--- config.mk ---
export PLATFORM = sky130hd
export DESIGN_NAME = bin_window_gen_flat
export DESIGN_NICKNAME = d
export VERILOG_FILES = /design/src/rtl/bin_pkg.sv /design/src/rtl/bin_window_gen_if.sv /design/src/rtl/bin_line_buf.sv /design/src/rtl/bin_window_gen.sv /design/src/flat_wrapper.sv
export SDC_FILE = /design/constraint.sdc
export NUM_CORES = 1
export LEC_CHECK = 0
export CORE_ASPECT_RATIO = 0.6
export CORE_MARGIN = 2
export CORE_UTILIZATION = 60
export DETAILED_ROUTE_END_ITERATION = 7
export PLACE_DENSITY_LB_ADDON = 0.25
export SYNTH_ARGS = -nofsm -noshare
export SYNTH_HDL_FRONTEND = slang
export SYNTH_HIERARCHICAL = 1
export SYNTH_SLANG_ARGS = --single-unit
export TNS_END_PERCENT = 5
--- constraint.sdc ---
create_clock -name clk -period 6.6 [get_ports clk]
set_input_delay 0.99 -clock clk [delete_from_list [all_inputs] [get_ports clk]]
set_output_delay 0.99 -clock clk [all_outputs]
set_load 0.01 [all_outputs]
--- src/rtl/bin_pkg.sv ---
// bin_pkg: window geometry shared by the window generator and the XNOR-popcount multiplier.
package bin_pkg;
    localparam int WIN_K = 7;
    localparam int WIN_BITS = WIN_K * WIN_K;
    typedef logic [WIN_BITS-1:0] win_t;
    function automatic int win_idx(input int r, input int c);
        return WIN_K * r + c;
    endfunction
endpackage

--- src/rtl/bin_window_gen_if.sv ---
// bin_window_gen_if: pixel-in / window-out handshake bundle; BIN_WINDOW_STATUS_EN adds frame_done and win_count.
interface bin_window_gen_if;
    import bin_pkg::*;
    logic pix_in;
    logic pix_valid;
    logic pix_sof;
    logic pix_ready;
    win_t win_out;
    logic win_valid;
    logic win_ready;
    logic win_last;
`ifdef BIN_WINDOW_STATUS_EN
    logic frame_done;
    logic [15:0] win_count;
    modport master (output pix_in, pix_valid, pix_sof, win_ready,
                    input pix_ready, win_out, win_valid, win_last, frame_done, win_count);
    modport slave (input pix_in, pix_valid, pix_sof, win_ready,
                   output pix_ready, win_out, win_valid, win_last, frame_done, win_count);
`else
    modport master (output pix_in, pix_valid, pix_sof, win_ready,
                    input pix_ready, win_out, win_valid, win_last);
    modport slave (input pix_in, pix_valid, pix_sof, win_ready,
                   output pix_ready, win_out, win_valid, win_last);
`endif
endinterface

--- src/rtl/bin_line_buf.sv ---
// bin_line_buf: 1-bit shift register, DEPTH deep, advancing only when en is high.
module bin_line_buf #(
    parameter int DEPTH = 28
) (
    input  logic clk,
    input  logic rst,
    input  logic en,
    input  logic d,
    output logic q
);
    logic [DEPTH-1:0] sr;
    always_ff @(posedge clk) begin
        if (rst) sr <= '0;
        else if (en) sr <= {sr[DEPTH-2:0], d};
    end
    assign q = sr[DEPTH-1];
endmodule

--- src/rtl/bin_window_gen.sv ---
// bin_window_gen: raster 1-bit pixel stream to 7x7 sliding windows for the XNOR-popcount stage.
// Defining BIN_WINDOW_STATUS_EN adds frame_done and a saturating consumed-window count.
module bin_window_gen
    import bin_pkg::*;
#(
    parameter int IMG_W = 28,
    parameter int IMG_H = 28,
    parameter int CW = 8
) (
    input logic clk,
    input logic rst,
    bin_window_gen_if.slave bus
);
    logic [CW-1:0] row, col, rc, cc;
    logic acc, emit, last, cons, valid, last_q;
    logic [WIN_K-1:0] chain;
    win_t win, win_nxt;
    assign bus.pix_ready = !valid || bus.win_ready;
    assign acc = bus.pix_valid && bus.pix_ready;
    assign cons = valid && bus.win_ready;
    assign rc = bus.pix_sof ? '0 : row;
    assign cc = bus.pix_sof ? '0 : col;
    assign emit = acc && rc >= CW'(WIN_K - 1) && cc >= CW'(WIN_K - 1);
    assign last = rc == CW'(IMG_H - 1) && cc == CW'(IMG_W - 1);
    // chain[k] is the pixel k rows above the incoming one, same column
    assign chain[0] = bus.pix_in;
    for (genvar k = 0; k < WIN_K - 1; k++) begin : g_lb
        bin_line_buf #(.DEPTH(IMG_W)) u_lb (
            .clk(clk),
            .rst(rst),
            .en(acc),
            .d(chain[k]),
            .q(chain[k+1])
        );
    end
    always_comb begin
        win_nxt = win;
        for (int r = 0; r < WIN_K; r++) begin
            for (int c = 0; c < WIN_K - 1; c++) win_nxt[win_idx(r, c)] = win[win_idx(r, c + 1)];
            win_nxt[win_idx(r, WIN_K - 1)] = chain[WIN_K - 1 - r];
        end
    end
    always_ff @(posedge clk) begin
        if (rst) begin
            row <= '0;
            col <= '0;
            win <= '0;
            valid <= 1'b0;
            last_q <= 1'b0;
        end else begin
            if (acc) begin
                win <= win_nxt;
                col <= cc == CW'(IMG_W - 1) ? '0 : cc + CW'(1);
                row <= cc != CW'(IMG_W - 1) ? rc : rc == CW'(IMG_H - 1) ? '0 : rc + CW'(1);
            end
            if (emit) begin
                valid <= 1'b1;
                last_q <= last;
            end else if (cons) begin
                valid <= 1'b0;
            end
        end
    end
    assign bus.win_out = win;
    assign bus.win_valid = valid;
    assign bus.win_last = last_q;
`ifdef BIN_WINDOW_STATUS_EN
    logic done;
    logic [15:0] cnt;
    always_ff @(posedge clk) begin
        if (rst) begin
            done <= 1'b0;
            cnt <= '0;
        end else begin
            done <= cons && last_q;
            if (cons && cnt != 16'hFFFF) cnt <= cnt + 16'd1;
        end
    end
    assign bus.frame_done = done;
    assign bus.win_count = cnt;
`endif
endmodule

--- src/flat_wrapper.sv ---
// flat-port wrapper written by rule: the top's interface ports become plain ports
module bin_window_gen_flat import bin_pkg::*;
#(
    parameter int IMG_W = 28,
    parameter int IMG_H = 28,
    parameter int CW = 8
)
  (clk, rst, bus_pix_in, bus_pix_valid, bus_pix_sof, bus_win_ready, bus_pix_ready, bus_win_out, bus_win_valid, bus_win_last);
  bin_window_gen_if bus_i ();
  input logic clk;
  input logic rst;
  input wire logic [$bits(bus_i.pix_in)-1:0] bus_pix_in;
  input wire logic [$bits(bus_i.pix_valid)-1:0] bus_pix_valid;
  input wire logic [$bits(bus_i.pix_sof)-1:0] bus_pix_sof;
  input wire logic [$bits(bus_i.win_ready)-1:0] bus_win_ready;
  output wire logic [$bits(bus_i.pix_ready)-1:0] bus_pix_ready;
  output wire logic [$bits(bus_i.win_out)-1:0] bus_win_out;
  output wire logic [$bits(bus_i.win_valid)-1:0] bus_win_valid;
  output wire logic [$bits(bus_i.win_last)-1:0] bus_win_last;
  assign bus_i.pix_in = bus_pix_in;
  assign bus_i.pix_valid = bus_pix_valid;
  assign bus_i.pix_sof = bus_pix_sof;
  assign bus_i.win_ready = bus_win_ready;
  assign bus_pix_ready = bus_i.pix_ready;
  assign bus_win_out = bus_i.win_out;
  assign bus_win_valid = bus_i.win_valid;
  assign bus_win_last = bus_i.win_last;
  bin_window_gen #(.IMG_W(IMG_W), .IMG_H(IMG_H), .CW(CW)) u_core (.clk(clk), .rst(rst), .bus(bus_i));
endmodule
==> metrics.md <==
| Metric | Value |
|---|---|
| Maximum vdd drop | `0.162 mV` |
| Worst Path Max Fanout | `149` |
| Synth Area in Adders | `0.562%` |
| Seq pwr share | `roughly half` |
| Post-CTS Setup Bufs | `0` |
| Setup Viol. Count Final | `0` |
| Data required, critical path | `roughly 7000 ps` |
| # IOs | `58` |
| Met2 GRT Util | `26.8%` |
| GRT Total Usage | `a little under a fifth` |
| DRT Pass-1 Iters | `4` |
| Slew HR | `24.9%` |
| CP arrival | `just under 4000 ps` |
| Largest family of logic cells by synthesized area | `multiplexers` |
| DR vias | `5,886` |
| Post-synthesis xor/xnor area fraction | `0%` |
| Number of port buffers | `57` |
| Synth Area in Compound Gates | `6.55%` |
| Final Hold Viols | `0` |
| RePlAce Congestion | `0.858` |
| Top-area cell type share of the netlist area | `between 50% and 60%` |
| Number of gates resized after cts | `0` |
| Clock Power Share | `between 40% and 50%` |
| Worst path slowest cell | `inv_8` |
| Post-synthesis sequential area ratio | `52.8%` |
| Synthesized area | `8900 sq um` |
| Clock Tree Buf Depth | `3` |
| Num rows | `34` |
| PwrDens | `276 nW/um^2` |
| Pleak | `around 4.0 nW` |
| DRC Markers | `0` |
| Endpoint class of the critical path | `flip-flop` |
| Async S/R FF share, synth | `0%` |
| Status | `complete, no violations` |
| Total power | `2.74 mW` |
| Multiplexer share of the synthesized area | `19.0%` |
| Seq cells post-synth | `235` |
| Sequence of cells on the critical path | `clkdlybuf4s50_1, nor2b_1, inv_1, nand2_2, buf_4, inv_8, buf_12, mux2i_1, nor2_1` |
| Post-DRT Antenna Nets | `0` |
| Num CTS Buffers | `21` |
| Clk_lat worst skew | `480 ps` |
| Internal power | `2.18 mW` |
| Clock skew | `between 8 and 9 ps` |
| Slew of the pin with the lowest slew margin | `about 1100 ps` |
| Final WL | `15.0 mm` |
| Iteration-0 DRC Markers | `548` |
| Share of cells above drive strength 1 | `4.50%` |
| Critical Path Max Stage Delay | `between 800 and 900 ps` |
| Synth Area in Simple Gates | `14.9%` |
| Largest net degree at the start of global routing | `150` |
| Core Region | `~15,000 sq um` |
| Clock transition at path regs | `60 ps` |
| CTS root buf | `clkbuf_16` |
| Post-route minimum period | `3580 ps` |
| N_diodes | `0` |
| Net count, final | `930` |
| Yosys cell types | `45` |
| Switching share of total power | `approximately 21%` |
| Number of flops mapped to enable cells by yosys | `0` |
| Syn Nets | `910` |
| Unrepaired setup endpoints after global routing | `false` |
| Initial antenna violation count | `0` |
| Post-Synthesis Cells | `900` |
| Commonest register cell after synthesis | `dfxtp_1` |
| Global-route wire length before repair | `25.4 mm` |
| Cell taking the most area after synthesis | `dfxtp_1` |
| Max Slew Vio Count | `0` |
| Path category of the worst min-delay check | `flip-flop to flip-flop` |
| H-tree levels | `1` |
| Flop-to-flop setup slack | `between 3000 and 4000 ps` |
| Die Ht | `98.4 um` |
| Kind of critical path | `input pin to flip-flop` |
| Gate power share | `under 10%` |
| Max-cap violations | `0` |
| Max Clock Freq | `0.280 GHz` |
| Critical Path Source Type | `input pin` |
| GRT Max-Usage Layer | `met1` |
| TritonCTS clock tree | `built` |
| # clock sinks | `about 240` |
| Yosys Warn Count | `6` |
| Setup TNS Final | `0 ps` |
| P&R area growth vs syn | `11.8%` |
| Wire per inst | `13.3 um` |
| Dpl hpwl | `8.46 mm` |
| Die area | `~16,000 sq um` |
| CTS Hold Bufs | `0` |
| DR vias/cell | `5.20` |
| Vias in the first global route | `between 5,000 and 6,000` |
| Fin crit share | `54.2%` |
| DIE WIDTH | `161 um` |
| NetSw | `around 0.56 mW` |
| Synth area leaders | `dfxtp_1 53%, mux2i_1 19%, nor2_1 7.4%, nand2_1 4.8%, a21oi_1 3.4%` |
| Total grt overflow | `0` |
| Fill count | `1,128` |
| Cell with the most instances after synthesis | `dfxtp_1` |
| GR met3 Demand/Resource | `3.40%` |
| Syn avg cell area | `just under 10 sq um` |
| Synth top cells by count | `235 x dfxtp_1, 175 x nor2_1, 168 x mux2i_1` |
| Global Route met1 Usage | `~30%` |
| Initial Util | `between 60 and 70%` |
-- registers in the layout, indices dropped and copies added (netlist names) --
signal                cells
u_core/g_lb.u_lb/sr     168
u_core/bus.win_valid      1
u_core/bus.win_out       49
u_core/bus.win_last       1
u_core/col                8
u_core/row                8
-- metrics by stage --
stage | hold slack (ps) | util (%) | worst slack (ps) | instance area, sq um | std cells
floorplan | 431 | - | 3600 | 8900 | 900
global placement | 440 | 63.8 | 2620 | 9250 | 1095
detailed placement | 442 | 63.8 | 2560 | 9250 | 1095
CTS | 451 | 68.6 | 3050 | 9950 | 1131
global route | 483 | 68.6 | 2760 | 9950 | 1131
finish | 449 | 68.6 | 3020 | 9950 | 1131
-- metal layers --
metal / share of wire, % / vias up
met5: 0 / -
met4: 1.1 / 0
met3: 3.6 / 15
met2: 42 / 83
met1: 53 / 2712
li1: - / 3076
-- final cells by class --
type                            count  area, sq um  share of cell area, %
Sequential cell                   235         4700                   47.3
Multi-Input combinational cell    593         3650                   36.7
Clock buffer                       31          623                   6.26
Timing Repair Buffer               60          607                   6.10
Tap cell                          198          248                   2.49
Clock inverter                      5         77.6                  0.779
Inverter                            9         41.3                  0.415
-- worst max-delay path: cells and delay by family --
kind / cells / cell delay [ps]
buf+inv: 5 / 2290
mux: 1 / 280
simple gates: 3 / 200
-- path summary, 6_finish.rpt --
kind	from	to	depth (start not counted)
setup / recovery	bus_win_ready	u_core/g_lb[5].u_lb/sr[6]	9
hold / removal	u_core/g_lb[5].u_lb/sr[27]	u_core/bus.win_out[6]	2
setup reg to reg	u_core/bus.win_valid	u_core/g_lb[5].u_lb/sr[6]	8
hold reg to reg	u_core/g_lb[5].u_lb/sr[27]	u_core/bus.win_out[6]	2
-- cells in the final DEF (no fill, tap or decap), types with 3 or more instances in the layout --
cell,instances
nor3_1,5
nand4b_1,3
ha_1,4
dfxtp_1,235
inv_1,8
nand2_1,112
nor2_1,175
mux2i_1,168
nor2b_1,4
clkdlybuf4s50_1,56
or4_1,3
o21ai_0,11
o31ai_1,3
a311oi_1,4
nand3_1,4
nand4_1,4
a31oi_1,4
a21oi_1,60
clkbuf_8,6
clkbuf_1,4
clkbuf_16,21
-- logic make-up after synthesis --
kind of cell,Yosys count
AOI/OAI and AO/OA,97
adders and majority gates,4
buffers and inverters,72
DFF,235
muxes,169
and+or+nand+nor,323
-- power by group through the flow --
stage / registers, mW / clock network, mW / logic, mW
2_1_floorplan: 1.45 / 0 / 0.0993
4_1_cts: 1.42 / 1.25 / 0.0980
6_report: 1.42 / 1.22 / 0.0981
3_5_place_dp: 1.45 / 0 / 0.0979
3_3_place_gp: 1.45 / 0 / 0.0982
5_1_grt: 1.42 / 1.31 / 0.106
Power figures use the tool's default switching activity.
